`src/rtl/mem_port_arbiter_if.sv`:
```
// mem_port_arbiter_if
// Groups every signal that connects the two requesters and the data
// memory to the arbiter.
//   slave  modport : the arbiter (mem_port_arbiter)
//   master modport : the surroundings (requester 0, requester 1, memory)
// Signals:
//   req0/req1, we0/we1, addr0/addr1, wdata0/wdata1 : requester side inputs
//   gnt0/gnt1, done0/done1, rdata0/rdata1          : requester side results
//   busy                                           : arbiter not idle
//   mem_addr, mem_we, mem_din                      : memory port drive
//   mem_dout                                       : memory read data
interface mem_port_arbiter_if #(
  parameter int ADDR_W = 5,
  parameter int DATA_W = 64
);
  logic              req0;
  logic              req1;
  logic              we0;
  logic              we1;
  logic [ADDR_W-1:0] addr0;
  logic [ADDR_W-1:0] addr1;
  logic [DATA_W-1:0] wdata0;
  logic [DATA_W-1:0] wdata1;
  logic              gnt0;
  logic              gnt1;
  logic              done0;
  logic              done1;
  logic [DATA_W-1:0] rdata0;
  logic [DATA_W-1:0] rdata1;
  logic              busy;
  logic [ADDR_W-1:0] mem_addr;
  logic              mem_we;
  logic [DATA_W-1:0] mem_din;
  logic [DATA_W-1:0] mem_dout;

  modport slave (
    input  req0, req1, we0, we1, addr0, addr1, wdata0, wdata1, mem_dout,
    output gnt0, gnt1, done0, done1, rdata0, rdata1, busy,
           mem_addr, mem_we, mem_din
  );

  modport master (
    output req0, req1, we0, we1, addr0, addr1, wdata0, wdata1, mem_dout,
    input  gnt0, gnt1, done0, done1, rdata0, rdata1, busy,
           mem_addr, mem_we, mem_din
  );
endinterface

```
`src/rtl/mem_port_arbiter.sv`:
```
// mem_port_arbiter
// Shares the single port of the 32 x 64-bit data memory between requester 0
// (load/store unit) and requester 1 (debug/loader). Grants round-robin,
// drives the memory for exactly one access cycle, and for loads captures
// the read data one cycle later. Every output is a register.
// Ports:
//   clk   : rising-edge clock
//   rst_n : asynchronous active-low reset
//   bus   : mem_port_arbiter_if.slave (requester handshakes + memory port)
module mem_port_arbiter #(
  parameter int ADDR_W = 5,
  parameter int DATA_W = 64
) (
  input  logic                clk,
  input  logic                rst_n,
  mem_port_arbiter_if.slave   bus
);

  typedef enum logic [1:0] {
    IDLE      = 2'd0,
    ACCESS    = 2'd1,
    READ_WAIT = 2'd2
  } state_e;

  state_e            state_q,    state_d;
  logic              prio_q,     prio_d;
  logic              winner_q,   winner_d;
  logic              gnt0_q,     gnt0_d;
  logic              gnt1_q,     gnt1_d;
  logic              done0_q,    done0_d;
  logic              done1_q,    done1_d;
  logic              busy_q,     busy_d;
  logic              mem_we_q,   mem_we_d;
  logic [ADDR_W-1:0] mem_addr_q, mem_addr_d;
  logic [DATA_W-1:0] mem_din_q,  mem_din_d;
  logic [DATA_W-1:0] rdata0_q,   rdata0_d;
  logic [DATA_W-1:0] rdata1_q,   rdata1_d;
  logic              pick1;

  // Next-state and registered-output computation. The memory address and
  // data registers double as the latched request, so no separate copy of
  // addr/wdata is kept. During ACCESS mem_we_q equals the latched we.
  always_comb begin
    state_d    = state_q;
    prio_d     = prio_q;
    winner_d   = winner_q;
    gnt0_d     = 1'b0;
    gnt1_d     = 1'b0;
    done0_d    = 1'b0;
    done1_d    = 1'b0;
    mem_we_d   = 1'b0;
    mem_addr_d = mem_addr_q;
    mem_din_d  = mem_din_q;
    rdata0_d   = rdata0_q;
    rdata1_d   = rdata1_q;
    // Port 1 wins when it is the only requester or when it holds priority.
    pick1      = bus.req1 && (!bus.req0 || prio_q);

    unique case (state_q)
      IDLE: begin
        if (bus.req0 || bus.req1) begin
          winner_d   = pick1;
          prio_d     = !pick1;
          gnt0_d     = !pick1;
          gnt1_d     = pick1;
          mem_we_d   = pick1 ? bus.we1    : bus.we0;
          mem_addr_d = pick1 ? bus.addr1  : bus.addr0;
          mem_din_d  = pick1 ? bus.wdata1 : bus.wdata0;
          state_d    = ACCESS;
        end
      end
      ACCESS: begin
        if (mem_we_q) begin
          done0_d = !winner_q;
          done1_d = winner_q;
          state_d = IDLE;
        end else begin
          state_d = READ_WAIT;
        end
      end
      READ_WAIT: begin
        if (winner_q) begin
          rdata1_d = bus.mem_dout;
        end else begin
          rdata0_d = bus.mem_dout;
        end
        done0_d = !winner_q;
        done1_d = winner_q;
        state_d = IDLE;
      end
      default: begin
        state_d = IDLE;
      end
    endcase

    // busy is registered, so it follows the state being entered.
    busy_d = (state_d != IDLE);
  end

  // State and output registers; reset drops any in-flight transaction and
  // clears mem_we at once so a pending store never reaches the memory.
  always_ff @(posedge clk or negedge rst_n) begin
    if (!rst_n) begin
      state_q    <= IDLE;
      prio_q     <= 1'b0;
      winner_q   <= 1'b0;
      gnt0_q     <= 1'b0;
      gnt1_q     <= 1'b0;
      done0_q    <= 1'b0;
      done1_q    <= 1'b0;
      busy_q     <= 1'b0;
      mem_we_q   <= 1'b0;
      mem_addr_q <= '0;
      mem_din_q  <= '0;
      rdata0_q   <= '0;
      rdata1_q   <= '0;
    end else begin
      state_q    <= state_d;
      prio_q     <= prio_d;
      winner_q   <= winner_d;
      gnt0_q     <= gnt0_d;
      gnt1_q     <= gnt1_d;
      done0_q    <= done0_d;
      done1_q    <= done1_d;
      busy_q     <= busy_d;
      mem_we_q   <= mem_we_d;
      mem_addr_q <= mem_addr_d;
      mem_din_q  <= mem_din_d;
      rdata0_q   <= rdata0_d;
      rdata1_q   <= rdata1_d;
    end
  end

  assign bus.gnt0     = gnt0_q;
  assign bus.gnt1     = gnt1_q;
  assign bus.done0    = done0_q;
  assign bus.done1    = done1_q;
  assign bus.busy     = busy_q;
  assign bus.mem_we   = mem_we_q;
  assign bus.mem_addr = mem_addr_q;
  assign bus.mem_din  = mem_din_q;
  assign bus.rdata0   = rdata0_q;
  assign bus.rdata1   = rdata1_q;

endmodule

```
`src/flat_wrapper.sv`:
```
// flat-port wrapper written by rule: the top's interface ports become plain ports
module mem_port_arbiter_flat 
#(
  parameter int ADDR_W = 5,
  parameter int DATA_W = 64
)
  (clk, rst_n, bus_req0, bus_req1, bus_we0, bus_we1, bus_addr0, bus_addr1, bus_wdata0, bus_wdata1, bus_mem_dout, bus_gnt0, bus_gnt1, bus_done0, bus_done1, bus_rdata0, bus_rdata1, bus_busy, bus_mem_addr, bus_mem_we, bus_mem_din);
  mem_port_arbiter_if #(.ADDR_W(ADDR_W), .DATA_W(DATA_W)) bus_i ();
  input  logic clk;
  input  logic rst_n;
  input wire logic [$bits(bus_i.req0)-1:0] bus_req0;
  input wire logic [$bits(bus_i.req1)-1:0] bus_req1;
  input wire logic [$bits(bus_i.we0)-1:0] bus_we0;
  input wire logic [$bits(bus_i.we1)-1:0] bus_we1;
  input wire logic [$bits(bus_i.addr0)-1:0] bus_addr0;
  input wire logic [$bits(bus_i.addr1)-1:0] bus_addr1;
  input wire logic [$bits(bus_i.wdata0)-1:0] bus_wdata0;
  input wire logic [$bits(bus_i.wdata1)-1:0] bus_wdata1;
  input wire logic [$bits(bus_i.mem_dout)-1:0] bus_mem_dout;
  output wire logic [$bits(bus_i.gnt0)-1:0] bus_gnt0;
  output wire logic [$bits(bus_i.gnt1)-1:0] bus_gnt1;
  output wire logic [$bits(bus_i.done0)-1:0] bus_done0;
  output wire logic [$bits(bus_i.done1)-1:0] bus_done1;
  output wire logic [$bits(bus_i.rdata0)-1:0] bus_rdata0;
  output wire logic [$bits(bus_i.rdata1)-1:0] bus_rdata1;
  output wire logic [$bits(bus_i.busy)-1:0] bus_busy;
  output wire logic [$bits(bus_i.mem_addr)-1:0] bus_mem_addr;
  output wire logic [$bits(bus_i.mem_we)-1:0] bus_mem_we;
  output wire logic [$bits(bus_i.mem_din)-1:0] bus_mem_din;
  assign bus_i.req0 = bus_req0;
  assign bus_i.req1 = bus_req1;
  assign bus_i.we0 = bus_we0;
  assign bus_i.we1 = bus_we1;
  assign bus_i.addr0 = bus_addr0;
  assign bus_i.addr1 = bus_addr1;
  assign bus_i.wdata0 = bus_wdata0;
  assign bus_i.wdata1 = bus_wdata1;
  assign bus_i.mem_dout = bus_mem_dout;
  assign bus_gnt0 = bus_i.gnt0;
  assign bus_gnt1 = bus_i.gnt1;
  assign bus_done0 = bus_i.done0;
  assign bus_done1 = bus_i.done1;
  assign bus_rdata0 = bus_i.rdata0;
  assign bus_rdata1 = bus_i.rdata1;
  assign bus_busy = bus_i.busy;
  assign bus_mem_addr = bus_i.mem_addr;
  assign bus_mem_we = bus_i.mem_we;
  assign bus_mem_din = bus_i.mem_din;
  mem_port_arbiter #(.ADDR_W(ADDR_W), .DATA_W(DATA_W)) u_core (.clk(clk), .rst_n(rst_n), .bus(bus_i));
endmodule
```
`config.mk`:
```
export PLATFORM = sky130hd
export DESIGN_NAME = mem_port_arbiter_flat
export DESIGN_NICKNAME = d
export VERILOG_FILES = /design/src/rtl/mem_port_arbiter_if.sv /design/src/rtl/mem_port_arbiter.sv /design/src/flat_wrapper.sv
export SDC_FILE = /design/constraint.sdc
export NUM_CORES = 1
export LEC_CHECK = 0
export CORE_AREA = 2 2 159 161
export DETAILED_ROUTE_END_ITERATION = 16
export DIE_AREA = 0 0 161 163
export GPL_TIMING_DRIVEN = 0
export PLACE_DENSITY = 0.67
export SYNTH_ARGS = -nofsm -noshare
export SYNTH_HDL_FRONTEND = slang
export SYNTH_SLANG_ARGS = --single-unit
```
`constraint.sdc`:
```
create_clock -name clk -period 4.35 [get_ports clk]
set_clock_uncertainty 0.15 [all_clocks]
set_input_delay 0.87 -clock clk [delete_from_list [all_inputs] [get_ports clk]]
set_output_delay 0.87 -clock clk [all_outputs]
set_load 0.005 [all_outputs]
```
==> results of run 1 <==
-- layer usage --
layer / vias to the layer above / wire length, µm
met5: - / 0
met4: 0 / 428
met3: 32 / 2430
met2: 290 / 12900
met1: 3078 / 9940
li1: 2842 / -
-- cells by family (layout without fill, tap and decap cells) --
group	count (synthesis)	in the layout	synth area share [%]
and+or+nand+nor	82	82	6.19
adders and majority gates	3	3	0.461
muxes	128	128	17.7
AOI/OAI and AO/OA	77	77	9.19
other	0	1	0
buffers and inverters	38	488	2.81
DFF	207	207	63.6
-- cell usage after synthesis --
cell	number
buf_2	21
o21ai_1	1
a21boi_0	1
and3_1	2
inv_1	2
ha_1	3
dfrtp_1	207
buf_6	8
a21o_1	2
nand2b_1	3
o31ai_1	1
o41ai_1	1
a221o_1	69
nor3b_1	1
and3b_1	1
nand3_1	2
mux2_2	128
a21oi_1	1
o31a_1	1
nand2_1	4
and2_1	69
clkbuf_1	7
-- sequential cells by signal (all words and copies together) (netlist names) --
name,count
u_core.bus.mem_din,64
u_core.bus.rdata0,64
u_core.bus.rdata1,64
u_core.bus.mem_addr,5
u_core.state_q,2
u_core.bus.busy,1
u_core.bus.done0,1
u_core.bus.done1,1
u_core.bus.gnt0,1
u_core.bus.gnt1,1
u_core.bus.mem_we,1
u_core.prio_q,1
u_core.winner_q,1
-- layout make-up --
type | count | area (µm²) | share of cell area [%]
Clock buffer | 33 | 683 | 5.09
Sequential cell | 207 | 5180 | 38.6
Timing Repair Buffer | 411 | 4140 | 30.8
Clock inverter | 6 | 58.8 | 0.438
Buffer | 36 | 221 | 1.65
Inverter | 2 | 7.51 | 0.0559
Multi-Input combinational cell | 290 | 2730 | 20.3
Antenna cell | 1 | 2.50 | 0.0186
Tap cell | 330 | 413 | 3.07
-- how the worst min path moves through the flow --
stage                                            startpoint                                  to  cells past startpoint
after floorplan                 u_core.winner_q$_DFFE_PN0P_          u_core.bus.done0$_DFF_PN0_                      1
after global placement            u_core.prio_q$_DFFE_PN0P_           u_core.prio_q$_DFFE_PN0P_                      1
after detailed placement  u_core.bus.rdata0[33]$_DFFE_PN0P_   u_core.bus.rdata0[33]$_DFFE_PN0P_                      1
after CTS                                             rst_n  u_core.bus.mem_din[14]$_DFFE_PN0P_                      1
after global routing                                  rst_n  u_core.bus.mem_din[33]$_DFFE_PN0P_                      1
final                                                 rst_n   u_core.bus.mem_din[5]$_DFFE_PN0P_                      1
-- power by group --
group | switching (mW) | internal, mW | total [mW] | leakage, nW
clock network | 0.767 | 1.14 | 1.91 | 0.372
registers | 0.463 | 2.90 | 3.36 | 2.47
logic | 1.45 | 2.85 | 4.31 | 2.79
total | 2.68 | 6.89 | 9.58 | 5.63
-- through the flow --
stage	area, µm²	total power [mW]
finish	13400	9.58
global route	13400	10.2
CTS	13400	9.72
detailed placement	12700	7.75
global placement	12700	7.70
floorplan	8140	5.07
-- critical path, cell delays in order --
cell	delay [ps]
clkdlybuf4s50_1	540
o21ai_1	820
clkbuf_1	470
and2_1	200
a221o_1	110
==> results.sh, run 1 <==
export IMPL_status="finished clean"
export IMPL_cts_sinks=207
export IMPL_htreeDepth=1
export IMPL_ys_warn_count=0
export IMPL_cts_tree="yes"
export IMPL_syn2layout_area_growth_pct=65.0
export IMPL_grtUsageMet1_pct=22.3
export IMPL_maxCapViolations=0
export IMPL_rsz0062_at_grt="false"
export IMPL_required_ps=4640
export IMPL_fp_coreArea_um2=24700
export IMPL_postRouteAntennaNets=0
export IMPL_r2r_end="u_core.bus.mem_din[59]$_DFFE_PN0P_"
export IMPL_ctsHoldBuffers=0
export IMPL_num_nets_final=1182
export IMPL_fp_row_count=58
export IMPL_place_gp_congestion=0.775
export IMPL_die_area_um2=26200
export IMPL_crit_fanout=10
export IMPL_dpl_hpwl_mm=19.1
export IMPL_timing_fmax_mhz=366
export IMPL_grtUsageMet2_pct=33.7
export IMPL_gr_total_overflow=0
export IMPL_crit_type="in -> reg"
export IMPL_ir_worst_vdd_mv=0.318
export IMPL_synth_cell_type_count=22
export IMPL_endpoint_kind="register"
export IMPL_setup_viol=0
export IMPL_synth_top_cell_by_area="dfrtp_1"
export IMPL_hold_path_class="in -> async"
export IMPL_rr_startpoint="u_core.state_q[0]$_DFF_PN0_"
export IMPL_setup_tns_ps=0
export IMPL_port_buffers=410
export IMPL_busiest_layer="met2"
export IMPL_final_common_cell="clkdlybuf4s50_1"
export IMPL_drt_pass1_iterations=4
export IMPL_die_h_um=163
export IMPL_vias=6242
export IMPL_drv_slew=0
export IMPL_cts_setup_buffers=0
export IMPL_drive_above_1_share_pct=19.8
export IMPL_fill_cells=2114
export IMPL_synth_seq_cells=207
export IMPL_syn_nets=746
export IMPL_wl_mm=25.7
export IMPL_synthCells=535
export IMPL_layout_common_cells="clkdlybuf4s50_1 (409), dfrtp_1 (207), mux2_2 (128), and2_1 (69), a221o_1 (69)"
export IMPL_period_needed_ps=2730
export IMPL_start_util_pct=33.0
export IMPL_post_place_ws_ps=1060
export IMPL_slew_headroom_pct=34.9
export IMPL_wl_per_cell_um=19.5
export IMPL_die_w_um=161
export IMPL_setup_ws_ps=1620
export IMPL_insertion_delay_ps=500
export IMPL_critPathLaunchType="input port"
export IMPL_p_per_area_nw_per_um2=713
export IMPL_detail_route_iter0_violations=268
export IMPL_antenna_found_initial=2
export IMPL_p_leak_nw=5.63
export IMPL_synth_top_area_share_pct=63.6
export IMPL_post_route_util_pct=54.4
export IMPL_hold_viol=0
export IMPL_avgSynthCellArea_um2=15.2
export IMPL_grt_use_total_pct=19.0
export IMPL_yosysSeqAreaShare_pct=63.6
export IMPL_drc_errors=0
export IMPL_grt_met3_usage_pct=6.04
export IMPL_arrival_ps=3020
export IMPL_startpoint="bus_req1"
export IMPL_pin_count=411
export IMPL_grt_max_degree=115
export IMPL_ff2ff_path_depth=6
export IMPL_grt_pass1_vias=6535
export IMPL_stdcell_count=1316
export IMPL_grt_pass1_wl_mm=38.5
export IMPL_clkTransAtPathRegs_ps=60
export IMPL_fin_hold_ws_ps=204
export IMPL_vias_per_cell=4.74
export IMPL_clock_path_buffers=3
export IMPL_period_share_pct=62.8
export IMPL_synthesis_area_um2=8140
export IMPL_ctsResizeCount=0
export IMPL_clock_root_buffer="clkbuf_16"
export IMPL_cts_made_buffers=23
export IMPL_synth_area_leaders="dfrtp_1 (64%), mux2_2 (18%), a221o_1 (8.5%)"
export IMPL_crit_end="u_core.bus.mem_din[59]$_DFFE_PN0P_"
export IMPL_tightestPinTransition_ps=970
export IMPL_r2r_setup_slack_ps=2020
export IMPL_placed_cells=1276
No activity file was read; power rests on OpenSTA's default activity.
==> inputs of run 2 (changes only) <==
CORE_AREA = default   (was 2 2 159 161)
CORE_ASPECT_RATIO = 0.7   (was default)
CORE_MARGIN = 2   (was default)
CORE_UTILIZATION = 36   (was default)
DIE_AREA = default   (was 0 0 161 163)
PLACE_DENSITY = 0.74   (was 0.67)
clock period = 2.25 ns   (was 4.35 ns; I/O delays follow)
==> run 2 against run 1 <==
Critical path depth is the same. Cell area down 0.83%. Worst setup slack worse by 1500 ps. Sequential cell count unchanged. Cell count shrank 3.9%. Global-route usage is 1.4 points higher. Core utilization increased by 6.2 points. Hold slack gained 150 ps. Register-to-register slack got worse by 1900 ps. Die area down 9.1%. Non-clock buffer count up 1. Total power up 92%.
==> results.sh, run 2 (synthesis results as in run 1) <==
export IMPL_syn2layout_area_growth_pct=63.7
export IMPL_place_gp_congestion=0.801
export IMPL_start_util_pct=37.1
export IMPL_dpl_hpwl_mm=18.7
export IMPL_rsz0062_at_grt="false"
export IMPL_endpoint_kind="register"
export IMPL_final_common_cell="clkdlybuf4s50_1"
export IMPL_stdcell_count=1265
export IMPL_grt_use_total_pct=20.3
export IMPL_port_buffers=410
export IMPL_grt_max_degree=116
export IMPL_clkTransAtPathRegs_ps=60
export IMPL_fp_coreArea_um2=22000
export IMPL_cts_sinks=207
export IMPL_cts_made_buffers=21
export IMPL_drive_above_1_share_pct=19.3
export IMPL_cp_slowest_stage_delay_ps=390
export IMPL_postRouteAntennaNets=0
export IMPL_startpoint="u_core.state_q[0]$_DFF_PN0_"
export IMPL_p_per_area_nw_per_um2=1380
export IMPL_design_area_um2=13300
export IMPL_gr_total_overflow=0
export IMPL_setup_tns_ps=0
export IMPL_period_needed_ps=2100
export IMPL_die_w_um=184
export IMPL_pin_count=411
export IMPL_crit_type="reg -> reg"
export IMPL_insertion_delay_ps=490
export IMPL_critPathLaunchType="register"
export IMPL_drc_errors=0
export IMPL_p_leak_nw=5.60
export IMPL_rr_startpoint="u_core.state_q[0]$_DFF_PN0_"
export IMPL_grt_pass1_wl_mm=37.8
export IMPL_vias_per_cell=4.91
export IMPL_vias=6213
export IMPL_min_delay_start="u_core.bus.rdata0[15]$_DFFE_PN0P_"
export IMPL_status="finished clean"
export IMPL_placed_cells=1228
export IMPL_slew_headroom_pct=40.8
export IMPL_num_nets_final=1181
export IMPL_htreeDepth=1
export IMPL_path_cells="inv_1 -> ha_1 -> nand2_1 -> buf_2 -> mux2_2"
export IMPL_fp_row_count=45
export IMPL_drt_pass1_iterations=6
export IMPL_cts_tree="yes"
export IMPL_required_ps=2470
export IMPL_antenna_cells=0
export IMPL_period_share_pct=93.5
export IMPL_clock_root_buffer="clkbuf_16"
export IMPL_clock_path_buffers=3
export IMPL_die_h_um=130
export IMPL_wl_per_cell_um=19.7
export IMPL_detail_route_iter0_violations=290
export IMPL_drv_slew=0
export IMPL_ir_worst_vdd_mv=0.848
export IMPL_grt_pass1_vias=6725
export IMPL_wl_mm=24.9
export IMPL_tightestPinTransition_ps=888
export IMPL_arrival_ps=2320
export IMPL_hold_viol=0
export IMPL_timing_fmax_mhz=475
export IMPL_die_area_um2=23900
export IMPL_crit_slowest_cell="dfrtp_1"
export IMPL_placedInstanceArea_um2=12600
export IMPL_hold_path_class="reg -> reg"
export IMPL_antenna_found_initial=0
export IMPL_layout_common_cells="clkdlybuf4s50_1 (409), dfrtp_1 (207), mux2_2 (128), and2_1 (69), a221o_1 (69)"
export IMPL_maxCapViolations=0
export IMPL_crit_fanout=10
export IMPL_setup_viol=0
export IMPL_post_route_util_pct=60.7
## run 2: cell types whose count changed in the layout (fill, tap and decap cells not counted), sizes merged
cell and change:
diode -1, clkinv -3, clkbuf +1, inv -1, dlygate4sd3 +1
## run 2: routing by layer
| layer | global-route usage [%] | vias to the layer above | part of all wire, % |
|---|---|---|---|
| met4 | 5.84 | 0 | 2.9 |
| met5 | 0 | - | 0 |
| li1 | - | 2829 | - |
| met3 | 5.92 | 45 | 8.3 |
| met2 | 33.8 | 246 | 47 |
| met1 | 26.1 | 3093 | 42 |
## run 2: worst paths after layout
path / endpoint / cells past startpoint / slack [ps]
worst max-delay path: u_core.bus.rdata1[42]$_DFFE_PN0P_ / 5 / 150
worst min-delay path: u_core.bus.rdata0[15]$_DFFE_PN0P_ / 1 / 350
worst max register to register: u_core.bus.rdata1[42]$_DFFE_PN0P_ / 5 / 150
worst min register to register: u_core.bus.rdata0[15]$_DFFE_PN0P_ / 1 / 350
max in group asynchronous: u_core.bus.rdata0[21]$_DFFE_PN0P_ / 3 / 490
min in group asynchronous: u_core.bus.mem_din[50]$_DFFE_PN0P_ / 2 / 480
## run 2: cell type report
type	count	area, µm²
sequential	207	5180
fill	1739	8640
clock buffer	34	644
tap	282	353
buffer	36	221
timing repair buffer	412	4150
inverter	2	7.51
multi-input combinational	290	2740
clock inverter	2	35.0
## run 2: report_power, final
part           total [mW]  switching, mW  internal (mW)
combinational        8.35           2.83           5.52
clock                3.48           1.42           2.06
sequential           6.52          0.919           5.60
total                18.3           5.16           13.2
## run 2: metrics by stage
stage | power [mW] | setup slack [ps] | hold slack, ps
detailed placement | 15.0 | -388 | 342
global placement | 14.8 | -8300 | 336
floorplan | 9.81 | 538 | 4.41
global route | 19.5 | 12.3 | 363
finish | 18.3 | 147 | 352
CTS | 18.6 | 39.5 | 355
## run 2: timing repair
action | CTS | global route
setup buffers | 0 | 0
hold buffers | 1 | 0
endpoints found under the hold margin | 114 | 0
setup endpoints to repair | 0 | 68
gates resized for setup | 0 | 1
## run 2: worst max-delay path, delay by kind of cell, from the launching register on
family	cells	cell delay, ps
adders and majority gates	1	230
and+or+nand+nor	1	370
buffers and inverters	2	460
DFF	1	390
muxes	1	380
